===== src/rtl/usr_pkg.sv =====
// Shared types for the universal shift register: op encoding and its width.
// Latency: n/a (types only).
// Backpressure: n/a (types only).
package usr_pkg;

  localparam int USR_OP_W = 2;

  typedef enum logic [USR_OP_W-1:0] {
    USR_HOLD = 2'b00,
    USR_SHF  = 2'b01,
    USR_SHB  = 2'b10,
    USR_LOAD = 2'b11
  } usr_op_e;

endpackage


===== src/rtl/usr_stage.sv =====
// One WIDTH-bit lane of the shift register with hold/fwd/bwd/load next-value mux.
// Latency: 1 cycle from selected source to q.
// Backpressure: none; en=0 holds the lane, rst/clr clear it.
module usr_stage
  import usr_pkg::*;
#(
  parameter int WIDTH = 1
) (
  input  logic                clk,
  input  logic                rst,
  input  logic                clr,
  input  logic                en,
  input  logic [USR_OP_W-1:0] op,
  input  logic [WIDTH-1:0]    fwd_in,
  input  logic [WIDTH-1:0]    bwd_in,
  input  logic [WIDTH-1:0]    load_in,
  output logic [WIDTH-1:0]    q
);

  logic [WIDTH-1:0] stage_d;
  logic [WIDTH-1:0] stage_q;

  // Select the next lane value; op is don't-care while en is low.
  always_comb begin
    stage_d = stage_q;
    if (en) begin
      unique case (usr_op_e'(op))
        USR_SHF:  stage_d = fwd_in;
        USR_SHB:  stage_d = bwd_in;
        USR_LOAD: stage_d = load_in;
        default:  stage_d = stage_q;
      endcase
    end
  end

  // Lane register; reset and clear both discard the held value.
  always_ff @(posedge clk) begin
    if (rst || clr) begin
      stage_q <= '0;
    end else begin
      stage_q <= stage_d;
    end
  end

  assign q = stage_q;

endmodule


===== src/rtl/univ_shift_reg.sv =====
// Universal shift register (hold/shift fwd/shift bwd/load) with saturating fill count.
// Latency: DEPTH cycles ser_in_f -> ser_out_f on SHF; 1 cycle for LOAD to par_out.
// Backpressure: none; en=0 holds. Define USR_ROTATE_EN to add the rot port (wrap-around shifts).
module univ_shift_reg
  import usr_pkg::*;
#(
  parameter int WIDTH = 1,
  parameter int DEPTH = 4  // must be >= 2
) (
  input  logic                       clk,
  input  logic                       rst,
  input  logic                       clr,
  input  logic                       en,
  input  logic [USR_OP_W-1:0]        op,
`ifdef USR_ROTATE_EN
  input  logic                       rot,
`endif
  input  logic [WIDTH-1:0]           ser_in_f,
  input  logic [WIDTH-1:0]           ser_in_b,
  input  logic [DEPTH*WIDTH-1:0]     par_in,
  output logic [WIDTH-1:0]           ser_out_f,
  output logic [WIDTH-1:0]           ser_out_b,
  output logic [DEPTH*WIDTH-1:0]     par_out,
  output logic [$clog2(DEPTH+1)-1:0] fill,
  output logic                       out_valid
);

  localparam int FILL_W = $clog2(DEPTH + 1);
  localparam logic [FILL_W-1:0] FILL_MAX = FILL_W'(DEPTH);

  logic [DEPTH*WIDTH-1:0] stages;
  logic [WIDTH-1:0]       head_f;   // value entering stage[0] on SHF
  logic [WIDTH-1:0]       tail_b;   // value entering stage[DEPTH-1] on SHB
  logic                   rot_on;
  logic [FILL_W-1:0]      fill_d;
  logic [FILL_W-1:0]      fill_q;

`ifdef USR_ROTATE_EN
  assign rot_on = rot;
`else
  assign rot_on = 1'b0;
`endif

  // End-of-line sources: serial inputs normally, opposite end when rotating.
  always_comb begin
    head_f = ser_in_f;
    tail_b = ser_in_b;
    if (rot_on) begin
      head_f = stages[(DEPTH-1)*WIDTH +: WIDTH];
      tail_b = stages[WIDTH-1:0];
    end
  end

  for (genvar i = 0; i < DEPTH; i++) begin : g_stage
    logic [WIDTH-1:0] fwd_src;
    logic [WIDTH-1:0] bwd_src;

    if (i == 0) begin : g_fwd_head
      assign fwd_src = head_f;
    end else begin : g_fwd_chain
      assign fwd_src = stages[(i-1)*WIDTH +: WIDTH];
    end

    if (i == DEPTH - 1) begin : g_bwd_tail
      assign bwd_src = tail_b;
    end else begin : g_bwd_chain
      assign bwd_src = stages[(i+1)*WIDTH +: WIDTH];
    end

    usr_stage #(.WIDTH(WIDTH)) u_stage (
      .clk     (clk),
      .rst     (rst),
      .clr     (clr),
      .en      (en),
      .op      (op),
      .fwd_in  (fwd_src),
      .bwd_in  (bwd_src),
      .load_in (par_in[i*WIDTH +: WIDTH]),
      .q       (stages[i*WIDTH +: WIDTH])
    );
  end

  // Fill tracking: shifts count up and saturate, a load fills everything,
  // a rotation only moves existing data so the count stays put.
  always_comb begin
    fill_d = fill_q;
    if (en) begin
      unique case (usr_op_e'(op))
        USR_SHF, USR_SHB: begin
          if (!rot_on && (fill_q != FILL_MAX)) begin
            fill_d = fill_q + FILL_W'(1);
          end
        end
        USR_LOAD: fill_d = FILL_MAX;
        default:  fill_d = fill_q;
      endcase
    end
  end

  // Fill counter register; rst and clr restart the count.
  always_ff @(posedge clk) begin
    if (rst || clr) begin
      fill_q <= '0;
    end else begin
      fill_q <= fill_d;
    end
  end

  assign ser_out_f = stages[(DEPTH-1)*WIDTH +: WIDTH];
  assign ser_out_b = stages[WIDTH-1:0];
  assign par_out   = stages;
  assign fill      = fill_q;
  assign out_valid = (fill_q == FILL_MAX);

endmodule


===== config.mk =====
export PLATFORM = sky130hd
export DESIGN_NAME = univ_shift_reg
export DESIGN_NICKNAME = d
export VERILOG_FILES = /design/src/rtl/usr_pkg.sv /design/src/rtl/usr_stage.sv /design/src/rtl/univ_shift_reg.sv
export SDC_FILE = /design/constraint.sdc
export NUM_CORES = 1
export LEC_CHECK = 0
export ABC_AREA = 0
export BUFFER_PORTS_ARGS = -buffer_cell sky130_fd_sc_hd__buf_2
export CAP_MARGIN = 10
export CORE_AREA = 2 2 39 41
export DETAILED_ROUTE_END_ITERATION = 6
export DIE_AREA = 0 0 41 43
export GPL_TIMING_DRIVEN = 0
export PLACE_DENSITY = 0.67
export RECOVER_POWER = 100
export SYNTH_ARGS = -nofsm -noshare
export SYNTH_HDL_FRONTEND = slang
export SYNTH_HIERARCHICAL = 1
export SYNTH_SLANG_ARGS = --single-unit

===== constraint.sdc =====
create_clock -name clk -period 1.5 [get_ports clk]
set_clock_uncertainty 0.15 [all_clocks]
set_input_delay 0.225 -clock clk [delete_from_list [all_inputs] [get_ports clk]]
set_output_delay 0.225 -clock clk [all_outputs]
set_load 0.1 [all_outputs]

==> metrics <==
CTS tree=done; maxcap violations=0; run status=finished, violations left; DR iter-0 viols=5; slowest CP cell=dfxtp_4; violated checks=setup timing; Buffers & Inverters on Critical Path=3; Tightest Pin Transition=0.563 ns; layout cells sized above 1=between 40 and 50%; number of core rows=14; setup slack after layout=-0.0345 ns; met3 routed WL=approximately 65 um; final slew viol count=0; Worst VDD drop=between 0.3 and 0.4 mV; number of stages on the worst hold path=2; P&R area growth vs syn=45.1%; Seq/Total Area, Yosys=~28%; HP Start=clr; Die H=43 um; GRT Util Overall=between 10% and 20%; full die area=approximately 0.0018 mm2; die width=approximately 40 um; vias in the first global route=roughly 440; Met1 Wirelength=529 um; CP delay by family, top=flip-flops; CP Capture Type=output pin; Detail Route Antenna Nets=0; RR Endpoint=fill[1]; PortBufs=21; RSZ-0062 raised after global routing=true; DRT Pass-1 Iters=5; # diodes=0; Via Count=522; Starting Density=a little under two fifths; leakage power=0.319 nW; dpl hpwl=871 um; placed inst area=674 um2; gr ovfl total=0; Worst path max stage delay=~0.37 ns; post-layout min period=1.53 ns; routed wl met2=roughly 580 um; root buffer cell=clkbuf_4; Synth Register Bits=7; # clock sinks=7; fin nets=101; count of cell types in the netlist=20; final core occ=roughly 53%; Synth area leaders=dfxtp_1, mux2i_1, a311oi_1, nor4bb_1, ha_1; Syn Inst Count=58; Syn. warnings=6; Hold Path Sink=fill[0]; Hold Crit Class=input port to register; final critical-path share of the clock period=102%; Worst Reg-to-Reg Cells=7; Arrival @ worst endpoint=about 1.2 ns; CP required=1.12 ns; Synth Cell Area=508 um2; H-Tree Level Count=1; CTS buffer count=3; Fmax=about 650 MHz; Core Box Area=~0.0014 mm2; final setup fails=1; clk slew on worst S/H paths=~0.06 ns; DP Worst Slack=-0.185 ns; Clock Latency Late Sink=between 0.2 and 0.3 ns; Mean Syn Cell Area=8.76 um2; largest net degree at the start of global routing=17; global-route wire length before repair=approximately 1800 um; vias per cell=slightly above 5; Max-slew headroom=a little over three fifths; Routed WL=about 1200 um; fin area=between 700 and 800 um2; cell taking the most area after synthesis=dfxtp_1; r2r startpoint=fill[0]; DRC violation count after routing=0; Fin. Hold Viols=0; Routed wire per std cell=about 12 um; DR top layer=met4; total negative slack=-0.0345 ns; Net Count, Synth=73; worst-path maximum fanout=5; Worst R2R Setup Slack=about 0.1 ns; critical-path cell list=inv_4, ha_4, nand2_4, clkinvlp_4, buf_12; I/O pins=22; Worst setup SP type=register; Routability Congestion=0.692; Crit Path Class=register to output pin; post-synth top area share=between 20% and 30%; clk buf depth=2; Power Density=~740 mW/mm2; initial antenna violation count=0
-- cells by family (layout without fill, tap and decap cells) --
family,count (synthesis),count (layout),share of synthesized area (%)
AND/OR/NAND/NOR,22,22,27.1
multiplexers,5,5,9.85
buffers and inverters,7,34,8.13
flip-flops,7,7,27.6
adder cells (fa/ha/maj),3,3,7.39
AO/OA/AOI/OAI,14,14,20.0
-- placed cells by master (no fill, tap or decap), types with 2 or more instances in the layout --
master | netlist | routed
buf_4 | 4 | 6
clkbuf_1 | 0 | 2
dfxtp_1 | 7 | 4
nor4bb_1 | 4 | 4
clkbuf_4 | 0 | 7
o21a_1 | 4 | 4
or3_1 | 4 | 4
buf_2 | 0 | 13
nand2_1 | 3 | 2
mux2i_1 | 5 | 5
ha_1 | 3 | 2
clkbuf_2 | 0 | 2
nor2_1 | 5 | 5
dfxtp_4 | 0 | 2
a311oi_1 | 5 | 5
-- cell type report --
cell class / instances / area (um2)
clock buffer: 4 / 26.3
fill: 143 / 647
inverter: 3 / 17.5
buffer: 4 / 30.0
tap: 16 / 20.0
multi-input combinational: 44 / 350
sequential: 7 / 149
timing repair buffer: 23 / 144
-- per-stage QoR --
stage | std cells | total power, W | hold slack (ns)
detailed placement | 95 | 0.000372 | 0.301
global placement | 95 | 0.000370 | 0.298
CTS | 100 | 0.000553 | 0.0320
global route | 101 | 0.000579 | 0.0336
finish | 101 | 0.000549 | 0.0314
floorplan | 58 | 0.000325 | 0.137
-- Yosys cell counts --
library cell / count
a21boi_1: 1
a21oi_1: 2
nand3b_1: 1
o21ai_0: 2
a311oi_1: 5
nand4b_1: 1
inv_1: 3
nor4bb_1: 4
nand3_1: 1
ha_1: 3
nand4_1: 1
or3b_1: 1
or3_1: 4
nor2b_1: 1
dfxtp_1: 7
nor2_1: 5
nand2_1: 3
buf_4: 4
mux2i_1: 5
o21a_1: 4
-- flip-flops by register name (all words and copies together) (netlist names) --
register / count
fill: 3
g_stage.u_stage/q: 4
-- worst reg2reg max path, stage by stage, from the launching register on --
cell and delay, ns:
dfxtp_4 0.37, inv_4 0.04, ha_4 0.16, nand2_4 0.07, clkinvlp_4 0.10, buf_4 0.14, a21oi_2 0.13, mux2i_1 0.18
-- worst max-delay path by stage --
stage	slack, ns	startpoint	depth (start not counted)	to
finish	-0.03	fill[0]	5	out_valid
global route	-0.07	fill[0]	5	out_valid
CTS	-0.05	fill[0]	5	out_valid
detailed placement	-0.18	op[1]	5	fill[0]
global placement	-0.17	op[1]	5	fill[0]
floorplan	-0.44	fill[0]	6	fill[1]
-- layer usage --
layer / global-route usage (%) / vias to the layer above
met5: 0 / -
met1: 19.6 / 233
met2: 22.5 / 14
li1: - / 273
met4: 6.00 / 0
met3: 3.14 / 2
-- timing repair --
item | 4_1_cts | 5_1_grt
endpoints found under the setup margin | 3 | 4
gates resized for setup | 6 | 3
setup buffers | 1 | 1
hold buffers | 0 | 0
pin swaps | 2 | 0
-- power by group --
group | switching, W | internal (W) | total (W)
sequential | 0.00000698 | 0.000190 | 0.000197
combinational | 0.000118 | 0.0000599 | 0.000178
clock | 0.0000724 | 0.000102 | 0.000174
Note: power is estimated with default switching activity, not from simulation.
